File: src/rtl/game_sequencer_if.sv
// Signal bundle between the game-flow controller and the surrounding top level.
// master: frame timing, buttons and object events; slave: the sequencer itself.
interface game_sequencer_if #(
  parameter int NUM_ALIENS = 20,
  parameter int SCORE_W    = 16
);
  localparam int ALIEN_W = $clog2(NUM_ALIENS + 1);

  // Inputs carry no valid/ready pair: fsync, alien_hit and player_hit are
  // single-cycle event pulses consumed on the edge that samples them, fire is
  // a level, and every output is a registered level valid on every cycle.
  logic               fsync;
  logic               fire;
  logic               alien_hit;
  logic               player_hit;
  logic [ALIEN_W-1:0] aliens_remaining;

  logic [2:0]         state;
  logic               player_rst;
  logic               wave_rst;
  logic               freeze;
  logic               game_over;
  logic [3:0]         enemy_speed;
  logic [SCORE_W-1:0] score;
  logic [3:0]         lives;
  logic [7:0]         level;

  modport master (
    output fsync, fire, alien_hit, player_hit, aliens_remaining,
    input  state, player_rst, wave_rst, freeze, game_over,
    input  enemy_speed, score, lives, level
  );

  modport slave (
    input  fsync, fire, alien_hit, player_hit, aliens_remaining,
    output state, player_rst, wave_rst, freeze, game_over,
    output enemy_speed, score, lives, level
  );
endinterface

File: src/rtl/game_sequencer.sv
// Game-flow controller: attract/play/wave-clear/dying/game-over sequencing,
// object soft resets and freeze, score, lives, level and per-level alien speed.
module game_sequencer #(
  parameter int NUM_ALIENS    = 20,
  parameter int START_LIVES   = 3,
  parameter int SPEED_INIT    = 1,
  parameter int SPEED_MAX     = 6,
  parameter int SCORE_PER_HIT = 10,
  parameter int SCORE_W       = 16,
  parameter int CLEAR_FRAMES  = 120,
  parameter int DEATH_FRAMES  = 90
) (
  input  logic              pixel_clk,
  input  logic              rst,
  game_sequencer_if.slave   bus
);

  typedef enum logic [2:0] {
    ST_ATTRACT    = 3'd0,
    ST_PLAY       = 3'd1,
    ST_WAVE_CLEAR = 3'd2,
    ST_DYING      = 3'd3,
    ST_GAME_OVER  = 3'd4
  } state_t;

  localparam int ALIEN_W = $clog2(NUM_ALIENS + 1);
  localparam int CNT_MAX = (CLEAR_FRAMES > DEATH_FRAMES) ? CLEAR_FRAMES : DEATH_FRAMES;
  localparam int CNT_W   = $clog2(CNT_MAX + 1);

  localparam logic [CNT_W-1:0]   CNT_SAT     = CNT_W'(CNT_MAX);
  localparam logic [CNT_W-1:0]   CLEAR_LAST  = CNT_W'(CLEAR_FRAMES - 1);
  localparam logic [CNT_W-1:0]   DEATH_LAST  = CNT_W'(DEATH_FRAMES - 1);
  localparam logic [CNT_W-1:0]   DEATH_DONE  = CNT_W'(DEATH_FRAMES);
  localparam logic [3:0]         LIVES_INIT  = 4'(START_LIVES);
  localparam logic [SCORE_W:0]   HIT_INC     = (SCORE_W + 1)'(SCORE_PER_HIT);
  localparam logic [8:0]         SPEED_BASE  = 9'(SPEED_INIT);
  localparam logic [8:0]         SPEED_CAP   = 9'(SPEED_MAX);
  localparam logic [3:0]         SPEED_RST   = 4'((SPEED_INIT < SPEED_MAX) ? SPEED_INIT : SPEED_MAX);

  state_t             state_q, state_d;
  logic               fire_q;
  logic               fire_rise;
  logic [CNT_W-1:0]   cnt_q, cnt_d;
  logic               armed_q, armed_d;
  logic [SCORE_W-1:0] score_q, score_d;
  logic [3:0]         lives_q, lives_d;
  logic [7:0]         level_q, level_d;

  logic               player_rst_q, player_rst_d;
  logic               wave_rst_q, wave_rst_d;
  logic               freeze_q, freeze_d;
  logic               game_over_q, game_over_d;
  logic [3:0]         speed_q, speed_d;

  logic [SCORE_W:0]   score_sum;
  logic [8:0]         speed_sum;
  logic               clear_done;
  logic               death_done;
  logic               restart_ok;

  // fire_q resets high so a button held through reset never reads as a press.
  assign fire_rise  = bus.fire & ~fire_q;
  assign score_sum  = {1'b0, score_q} + HIT_INC;
  assign clear_done = bus.fsync && (cnt_q >= CLEAR_LAST);
  assign death_done = bus.fsync && (cnt_q >= DEATH_LAST);
  assign restart_ok = (cnt_q >= DEATH_DONE);
  assign speed_sum  = SPEED_BASE + {1'b0, level_d};

  always_ff @(posedge pixel_clk or posedge rst) begin
    if (rst) begin
      state_q      <= ST_ATTRACT;
      fire_q       <= 1'b1;
      cnt_q        <= '0;
      armed_q      <= 1'b0;
      score_q      <= '0;
      lives_q      <= LIVES_INIT;
      level_q      <= '0;
      player_rst_q <= 1'b1;
      wave_rst_q   <= 1'b1;
      freeze_q     <= 1'b0;
      game_over_q  <= 1'b0;
      speed_q      <= SPEED_RST;
    end else begin
      state_q      <= state_d;
      fire_q       <= bus.fire;
      cnt_q        <= cnt_d;
      armed_q      <= armed_d;
      score_q      <= score_d;
      lives_q      <= lives_d;
      level_q      <= level_d;
      player_rst_q <= player_rst_d;
      wave_rst_q   <= wave_rst_d;
      freeze_q     <= freeze_d;
      game_over_q  <= game_over_d;
      speed_q      <= speed_d;
    end
  end

  always_comb begin
    state_d = state_q;
    score_d = score_q;
    lives_d = lives_q;
    level_d = level_q;

    case (state_q)
      ST_ATTRACT: begin
        if (fire_rise) begin
          state_d = ST_PLAY;
          score_d = '0;
          lives_d = LIVES_INIT;
          level_d = '0;
        end
      end
      ST_PLAY: begin
        // A kill landing on the same edge as the player's death still scores.
        if (bus.alien_hit) begin
          score_d = score_sum[SCORE_W] ? '1 : score_sum[SCORE_W-1:0];
        end
        if (bus.player_hit) begin
          if (lives_q <= 4'd1) begin
            state_d = ST_GAME_OVER;
            lives_d = '0;
          end else begin
            state_d = ST_DYING;
            lives_d = lives_q - 4'd1;
          end
        end else if (armed_q && (bus.aliens_remaining == ALIEN_W'(0))) begin
          state_d = ST_WAVE_CLEAR;
        end
      end
      ST_WAVE_CLEAR: begin
        if (clear_done) begin
          state_d = ST_PLAY;
          level_d = (level_q == 8'hFF) ? level_q : level_q + 8'd1;
        end
      end
      ST_DYING: begin
        if (death_done) state_d = ST_PLAY;
      end
      ST_GAME_OVER: begin
        if (fire_rise && restart_ok) state_d = ST_ATTRACT;
      end
      default: state_d = ST_ATTRACT;
    endcase
  end

  // Every state entry restarts the frame count and disarms; a coinciding
  // fsync is spent on the transition rather than counted or arming.
  always_comb begin
    cnt_d   = cnt_q;
    armed_d = armed_q;
    if (state_d != state_q) begin
      cnt_d   = '0;
      armed_d = 1'b0;
    end else if (bus.fsync) begin
      if (cnt_q < CNT_SAT) cnt_d = cnt_q + 1'b1;
      if (state_q == ST_PLAY) armed_d = 1'b1;
    end
  end

  always_comb begin
    player_rst_d = 1'b0;
    wave_rst_d   = 1'b0;
    freeze_d     = 1'b0;
    game_over_d  = 1'b0;
    case (state_d)
      ST_ATTRACT: begin
        player_rst_d = 1'b1;
        wave_rst_d   = 1'b1;
      end
      ST_WAVE_CLEAR: begin
        player_rst_d = 1'b1;
        wave_rst_d   = 1'b1;
      end
      ST_DYING: begin
        player_rst_d = 1'b1;
        freeze_d     = 1'b1;
      end
      ST_GAME_OVER: begin
        freeze_d     = 1'b1;
        game_over_d  = 1'b1;
      end
      default: ;
    endcase
    speed_d = (speed_sum > SPEED_CAP) ? SPEED_CAP[3:0] : speed_sum[3:0];
  end

  assign bus.state       = state_q;
  assign bus.player_rst  = player_rst_q;
  assign bus.wave_rst    = wave_rst_q;
  assign bus.freeze      = freeze_q;
  assign bus.game_over   = game_over_q;
  assign bus.enemy_speed = speed_q;
  assign bus.score       = score_q;
  assign bus.lives       = lives_q;
  assign bus.level       = level_q;

endmodule

File: src/flat_wrapper.sv
// flat-port wrapper written by rule: the top's interface ports become plain ports
module game_sequencer_flat 
#(
  parameter int NUM_ALIENS    = 20,
  parameter int START_LIVES   = 3,
  parameter int SPEED_INIT    = 1,
  parameter int SPEED_MAX     = 6,
  parameter int SCORE_PER_HIT = 10,
  parameter int SCORE_W       = 16,
  parameter int CLEAR_FRAMES  = 120,
  parameter int DEATH_FRAMES  = 90
)
  (pixel_clk, rst, bus_fsync, bus_fire, bus_alien_hit, bus_player_hit, bus_aliens_remaining, bus_state, bus_player_rst, bus_wave_rst, bus_freeze, bus_game_over, bus_enemy_speed, bus_score, bus_lives, bus_level);
  game_sequencer_if #(.NUM_ALIENS(NUM_ALIENS), .SCORE_W(SCORE_W)) bus_i ();
  input  logic pixel_clk;
  input  logic rst;
  input wire logic [$bits(bus_i.fsync)-1:0] bus_fsync;
  input wire logic [$bits(bus_i.fire)-1:0] bus_fire;
  input wire logic [$bits(bus_i.alien_hit)-1:0] bus_alien_hit;
  input wire logic [$bits(bus_i.player_hit)-1:0] bus_player_hit;
  input wire logic [$bits(bus_i.aliens_remaining)-1:0] bus_aliens_remaining;
  output wire logic [$bits(bus_i.state)-1:0] bus_state;
  output wire logic [$bits(bus_i.player_rst)-1:0] bus_player_rst;
  output wire logic [$bits(bus_i.wave_rst)-1:0] bus_wave_rst;
  output wire logic [$bits(bus_i.freeze)-1:0] bus_freeze;
  output wire logic [$bits(bus_i.game_over)-1:0] bus_game_over;
  output wire logic [$bits(bus_i.enemy_speed)-1:0] bus_enemy_speed;
  output wire logic [$bits(bus_i.score)-1:0] bus_score;
  output wire logic [$bits(bus_i.lives)-1:0] bus_lives;
  output wire logic [$bits(bus_i.level)-1:0] bus_level;
  assign bus_i.fsync = bus_fsync;
  assign bus_i.fire = bus_fire;
  assign bus_i.alien_hit = bus_alien_hit;
  assign bus_i.player_hit = bus_player_hit;
  assign bus_i.aliens_remaining = bus_aliens_remaining;
  assign bus_state = bus_i.state;
  assign bus_player_rst = bus_i.player_rst;
  assign bus_wave_rst = bus_i.wave_rst;
  assign bus_freeze = bus_i.freeze;
  assign bus_game_over = bus_i.game_over;
  assign bus_enemy_speed = bus_i.enemy_speed;
  assign bus_score = bus_i.score;
  assign bus_lives = bus_i.lives;
  assign bus_level = bus_i.level;
  game_sequencer #(.NUM_ALIENS(NUM_ALIENS), .START_LIVES(START_LIVES), .SPEED_INIT(SPEED_INIT), .SPEED_MAX(SPEED_MAX), .SCORE_PER_HIT(SCORE_PER_HIT), .SCORE_W(SCORE_W), .CLEAR_FRAMES(CLEAR_FRAMES), .DEATH_FRAMES(DEATH_FRAMES)) u_core (.pixel_clk(pixel_clk), .rst(rst), .bus(bus_i));
endmodule
File: config.mk
export PLATFORM = sky130hd
export DESIGN_NAME = game_sequencer_flat
export DESIGN_NICKNAME = d
export VERILOG_FILES = /design/src/rtl/game_sequencer_if.sv /design/src/rtl/game_sequencer.sv /design/src/flat_wrapper.sv
export SDC_FILE = /design/constraint.sdc
export NUM_CORES = 1
export LEC_CHECK = 0
export ABC_AREA = 1
export ABC_CLOCK_PERIOD_IN_PS = 2000
export CORE_MARGIN = 8
export CORE_UTILIZATION = 50
export CTS_BUF_LIST = sky130_fd_sc_hd__clkbuf_2 sky130_fd_sc_hd__clkbuf_4 sky130_fd_sc_hd__clkbuf_8
export DETAILED_ROUTE_END_ITERATION = 8
export GPL_TIMING_DRIVEN = 0
export PLACE_DENSITY = 0.9
export RECOVER_POWER = 50
export SLEW_MARGIN = 0
export SYNTH_ARGS = -nofsm -noshare
export SYNTH_HDL_FRONTEND = slang
export SYNTH_SLANG_ARGS = --single-unit
File: constraint.sdc
create_clock -name pixel_clk -period 2 [get_ports pixel_clk]
set_clock_uncertainty 0.2 [all_clocks]
set_input_delay 0.4 -clock pixel_clk [delete_from_list [all_inputs] [get_ports pixel_clk]]
set_output_delay 0.4 -clock pixel_clk [all_outputs]
set_load 0.1 [all_outputs]
Yosys cells after proc, flatten, opt, wreduce, memory -nomap -nowiden --
Index checks and enable logic that the tools add are counted. W data, S select, Z words.
Word-level totals: bits in registers 48, input port bits 11, logic and storage cells 86
Cells by class: add/subtract/negate cells 5, $lt $le $gt $ge 6, equality and inequality tests 12, multiplexer cells 31, bitwise gates (word level) 2, reductions and logical operators 18
Operators with widths (count):
- $mux W16 | 3
- $pmux W16 S2 | 1
- $mux W8 | 3
- $ge A7 B7 Y1 const B | 3
- $mux W3 | 7
- $mux W7 | 3
- $add A16 B4 Y17 const B | 1
- $mux W4 | 4
- $pmux W8 S2 | 1
- $pmux W3 S5 | 1
- $eq A3 B2 Y1 const B | 4
- $add A1 B8 Y9 const A | 1
- $gt A9 B3 Y1 const B | 1
- $add A8 B1 Y8 const B | 1
- $eq A8 B8 Y1 const B | 1
- $pmux W4 S2 | 1
- $reduce_bool A2 Y1 | 4
- $add A7 B1 Y7 const B | 1
- $lt A7 B7 Y1 const B | 1
- $mux W1 | 7
- $eq A3 B3 Y1 const B | 2
- $logic_not A3 Y1 | 2
- $reduce_and A3 Y1 | 2
- $logic_not A5 Y1 | 1
- other kinds (12) | 18

Longest topological paths before layout --
word-level depth 8, mapped depth 15

Least setup slack after synthesis --
OpenSTA, ideal clock, no wires.
path type register -> register, from register u_core.level_q[0], in the netlist u_core.bus.level[0], to register u_core.speed_q[1], in the netlist u_core.bus.enemy_speed[1], setup time 132 ps, arrival 2653 ps, data required time 1668 ps, setup slack -985 ps, cell stages (with the launch flop) 12, path buffers 0, path through dfrtp_1 -> ha_1 -> nand2_2 -> nor2_4 -> nand2_2 -> or2_0 -> nand3_1 -> nand2_2 -> ha_1 -> or2_1 -> nand3_2 -> nand4_1
Between the ends: longest elaborated chain between the ends 7
Ends and longest elaborated chain:
- start: declaration | RTL line game_sequencer.sv:47 | logic [7:0] level_q, level_d;
- start signal: assignment | RTL line game_sequencer.sv:90 | level_q <= level_d;
- $add A8 B1 Y8 or $eq A8 B8 Y1 (tied branches) | RTL line game_sequencer.sv:134 | level_d = (level_q == 8'hFF) ? level_q : level_q + 8'd1;
- $mux W8 * | RTL line game_sequencer.sv:134
- $mux W8 * | RTL line game_sequencer.sv:132 | if (clear_done) begin
- $pmux W8 S2 * | RTL line game_sequencer.sv:105 | case (state_q)
- net u_core.level_d[1] | RTL line game_sequencer.sv:47
- $add A1 B8 Y9 * | RTL line game_sequencer.sv:67 | assign speed_sum = SPEED_BASE + {1'b0, level_d};
- $gt A9 B3 Y1 | RTL line game_sequencer.sv:185 | speed_d = (speed_sum > SPEED_CAP) ? SPEED_CAP[3:0] : speed_sum[3:0];
- $mux W4 * | RTL line game_sequencer.sv:185
- net u_core.speed_d[1] | RTL line game_sequencer.sv:53 | logic [3:0] speed_q, speed_d;
- end signal: assignment | RTL line game_sequencer.sv:95 | speed_q <= speed_d;
- end: declaration | RTL line game_sequencer.sv:53
Mark *: on every way through the listed nets, which the timed path passes. The rest lies on a longest branch. A chain may end at the register's enable or synchronous reset.

Final worst setup path --
from register u_core.level_q[0], in the netlist u_core.bus.level[0], to register u_core.speed_q[0], in the netlist u_core.bus.enemy_speed[0]
Between the ends: longest elaborated chain between the ends 7
Ends and longest elaborated chain (RTL line):
- $add A8 B1 Y8 or $eq A8 B8 Y1 (tied branches) | game_sequencer.sv:134
- $mux W8 | game_sequencer.sv:134
- $mux W8 | game_sequencer.sv:132
- $pmux W8 S2 * | game_sequencer.sv:105
- net u_core.level_d[0] | game_sequencer.sv:47
- $add A1 B8 Y9 * | game_sequencer.sv:67
- $gt A9 B3 Y1 | game_sequencer.sv:185
- $mux W4 * | game_sequencer.sv:185
- net u_core.speed_d[0] | game_sequencer.sv:53
Marked as above.

==> implementation parameters <==
Parameter                              Value

Clock network
  CTS tree    yes
  Total clock sinks    48
  Maximum root-to-sink buffer count    2
  Clock transition at the registers of the reported paths    0.09 ns
  Root cell of the clock tree    clkbuf_8
  Number of H-tree branching levels    2
  Num CTS Buffers    5
  Clock latency at the later pin of the worst-skew pair    0.31 ns

Synthesis
  Number of standard cells after synthesis    376
  Average cell area after synthesis    7.96 um^2
  Number of flops mapped to enable cells by yosys    0
  Sequential cell area fraction in the yosys report    40.4%
  Top flip-flop cell by instance count after synthesis    dfrtp_1
  Share of synthesized registers carrying an async set or reset    100%
  Synthesized area    2990 um^2
  Synthesis-stage register bit count    48
  Yosys warning total    0
  Mapped Nets    396
  Synth unique cells    42

STA
  Worst Slack Setup Final    -0.307 ns
  Hold Fails Final Rpt    0
  Final TNS setup    -4.00 ns
  Worst-margin pin slew    0.558 ns
  Final setup violation count    30
  Shortest period the worst path allows    2.31 ns
  Worst relative slew slack    63.0%
  RSZ-0062 raised after global routing    yes
  Fmax achieved    433 MHz
  Period Utilization, post-route    115%
  Max-slew violation total from the final report    0
  WHS    0.182 ns

Final layout
  Diode insertion count for antenna repair    0
  Fraction of layout instances using a drive strength above 1    48.5%
  Post-layout nets    493
  Share of the core filled with cells    76.7%
  Filler cells    345
  Most frequent standard cell in the layout excluding fill and tap cells    nand2_1
  Design Area, Final    4490 um^2
  Top library cells by usage in the layout, fill and taps aside    nand2_1 (66), inv_1 (36), buf_4 (35)
  Area growth from synthesis to final layout    49.9%

Route
  Drt initial violations    320
  Wirelength, routed    10.1 mm
  Detail-routed via count per cell    5.81
  Router iterations before antenna repair    5
  Remaining antenna violation count    0
  Drt drc    0
  Drt wl/cell    18.3 um
  Routed vias    3,192

Global routing
  Initial antenna violation count    0
  Number of global-route vias before repair    3,072
  Wire length of the first global-routing pass    14.9 mm
  Total global routing track utilization    21.1%
  Global route overflow    0
  Pin count of the biggest net entering global routing    33

Die
  Area enclosed by the die boundary    8720 um^2
  Total core area    5850 um^2
  Number of standard-cell rows in the floorplan    28
  Starting Density    51.2%
  Y dimension of the die    93.4 um
  Top Ports    50
  Width of the chip    93.4 um

Outcome
  Run status    finished with violations
  Violations in the final reports    negative setup slack

Critical path
  Setup Crit Path Kind    reg -> reg
  CP peak stage delay    0.51 ns
  Total buffers and inverters traversed by the critical path    3
  Largest fanout of any net on the critical path    6
  Crit path required time    2.05 ns
  CP arrival    2.35 ns
  Cell chain of the critical path    buf_4 -> buf_4 -> inv_1 -> nand3_1 -> nand2_1 -> nand2_1 -> nand3_2 -> nand2_4 -> ha_4 -> or2_4 -> nand3_4 -> nand3_2 -> nor2_2
  Max stage delay cell, worst path    dfrtp_4
  Type of element capturing the critical path    flip-flop
  Critical Path Start Type    flip-flop
  CP top delay family    simple AND/OR/NAND/NOR gates

Placement
  Number of port buffers    49
  Area of placed instances    3760 um^2
  GPL Wtd Cong    0.906
  Post-detail-place hpwl    5.58 mm

Run
  Number of max-cap violations    0

Power and ir drop
  Leakage power summed over all cells    0.00200 uW
  Peak supply drop    0.00124 V
  Cell area power density    1280 nW/um^2

Worst hold path
  Classification of the worst-slack hold path    in -> async
-- flip-flops by register name (all words and copies together) (netlist names) --
signal	cells
u_core.bus.game_over	1
u_core.armed_q	1
u_core.bus.enemy_speed	4
u_core.bus.state	3
u_core.bus.player_rst	1
u_core.bus.wave_rst	1
u_core.bus.score	16
u_core.bus.lives	4
u_core.cnt_q	7
u_core.fire_q	1
u_core.bus.level	8
u_core.bus.freeze	1
-- logic make-up (layout without fill, tap and decap cells) --
| group | Yosys count | count (layout) | share of synthesized area, % |
|---|---|---|---|
| other | 1 | 1 | 0.125 |
| AOI/OAI and AO/OA | 48 | 48 | 9.99 |
| and+or+nand+nor | 210 | 211 | 36.5 |
| DFF | 48 | 48 | 40.4 |
| adders and majority gates | 9 | 9 | 3.76 |
| xor gates and xnor gates | 9 | 9 | 2.88 |
| buffers and inverters | 51 | 148 | 6.39 |
-- synth_stat cells, types with 2 or more instances --
library cell  instances  area (um^2)
o21ai_0              15         75.1
nor2_4                7         78.8
nand4_2               2         25.0
nor2_1               32          120
o211ai_1              6         45.0
xor2_1                8         70.1
nand3_2               6         60.1
a21oi_1              12         60.1
or2_1                 2         12.5
nand2_4               2         22.5
nand2_2              15         93.8
inv_2                 4         15.0
o22ai_1               3         18.8
a22oi_1               3         22.5
inv_1                45          169
nor3b_1               2         15.0
nand2_1              78          293
nor3_1               14         70.1
dfstp_2               6          158
nand3_1              33          165
nor2_2                5         31.3
dfrtp_1              42         1050
ha_1                  9          113
nand4_1               7         43.8
-- metrics by stage --
step | instances | setup slack [ns] | power, uW
2_1_floorplan | 376 | -0.394 | 3650
3_3_place_gp | 500 | -0.890 | 4240
3_5_place_dp | 501 | -0.731 | 4320
4_1_cts | 540 | -0.174 | 5390
5_1_grt | 549 | -0.409 | 5990
6_report | 549 | -0.307 | 5740
-- area by class of cell --
cell class | count | area [um^2] | area share [%]
clock buffer | 5 | 68.8 | 1.53
timing repair buffer | 89 | 815 | 18.1
clock inverter | 3 | 42.5 | 0.948
inverter | 50 | 198 | 4.40
buffer | 1 | 5.00 | 0.112
multi-input combinational | 278 | 2000 | 44.6
sequential | 48 | 1260 | 28.1
tap | 75 | 93.8 | 2.09
-- metal layers --
| layer | share of wire, % | wire [um] | vias to the layer above | global-route usage, % |
|---|---|---|---|---|
| li1 | - | - | 1434 | - |
| met3 | 7.3 | 739 | 61 | 4.73 |
| met5 | 0 | 0 | - | 0 |
| met1 | 36 | 3670 | 1527 | 24.3 |
| met4 | 4.8 | 482 | 0 | 7.79 |
| met2 | 51 | 5180 | 170 | 37.0 |
-- path summary, 6_finish.rpt --
path,slack [ns],startpoint,cells past startpoint,end
worst max-delay path,-0.31,u_core.bus.level[0]$_DFF_PP0_,13,u_core.bus.enemy_speed[0]$_DFF_PP1_
worst min-delay path,0.18,rst,2,u_core.bus.score[14]$_DFFE_PP0P_
worst max register to register,-0.31,u_core.bus.level[0]$_DFF_PP0_,13,u_core.bus.enemy_speed[0]$_DFF_PP1_
worst min register to register,0.40,u_core.bus.level[5]$_DFF_PP0_,2,u_core.bus.level[5]$_DFF_PP0_
max in group asynchronous,0.85,rst,3,u_core.bus.wave_rst$_DFF_PP1_
min in group pixel_clk,0.38,bus_fire,1,u_core.fire_q$_DFF_PP1_
-- power by group --
group / internal [uW] / total (uW) / switching [uW]
logic: 1000 / 3580 / 2580
registers: 1240 / 1440 / 204
clock network: 370 / 716 / 346
total: 2610 / 5740 / 3130
-- repair_timing --
| item | 4_1_cts | 5_1_grt |
|---|---|---|
| pin swaps | 20 | 19 |
| cloned | 0 | 1 |
| buffers inserted | 31 | 8 |
| setup endpoints to repair | 65 | 39 |
| resized for setup | 161 | 59 |
| hold buffers | 0 | 0 |
Note: power is estimated with default switching activity, not from simulation.
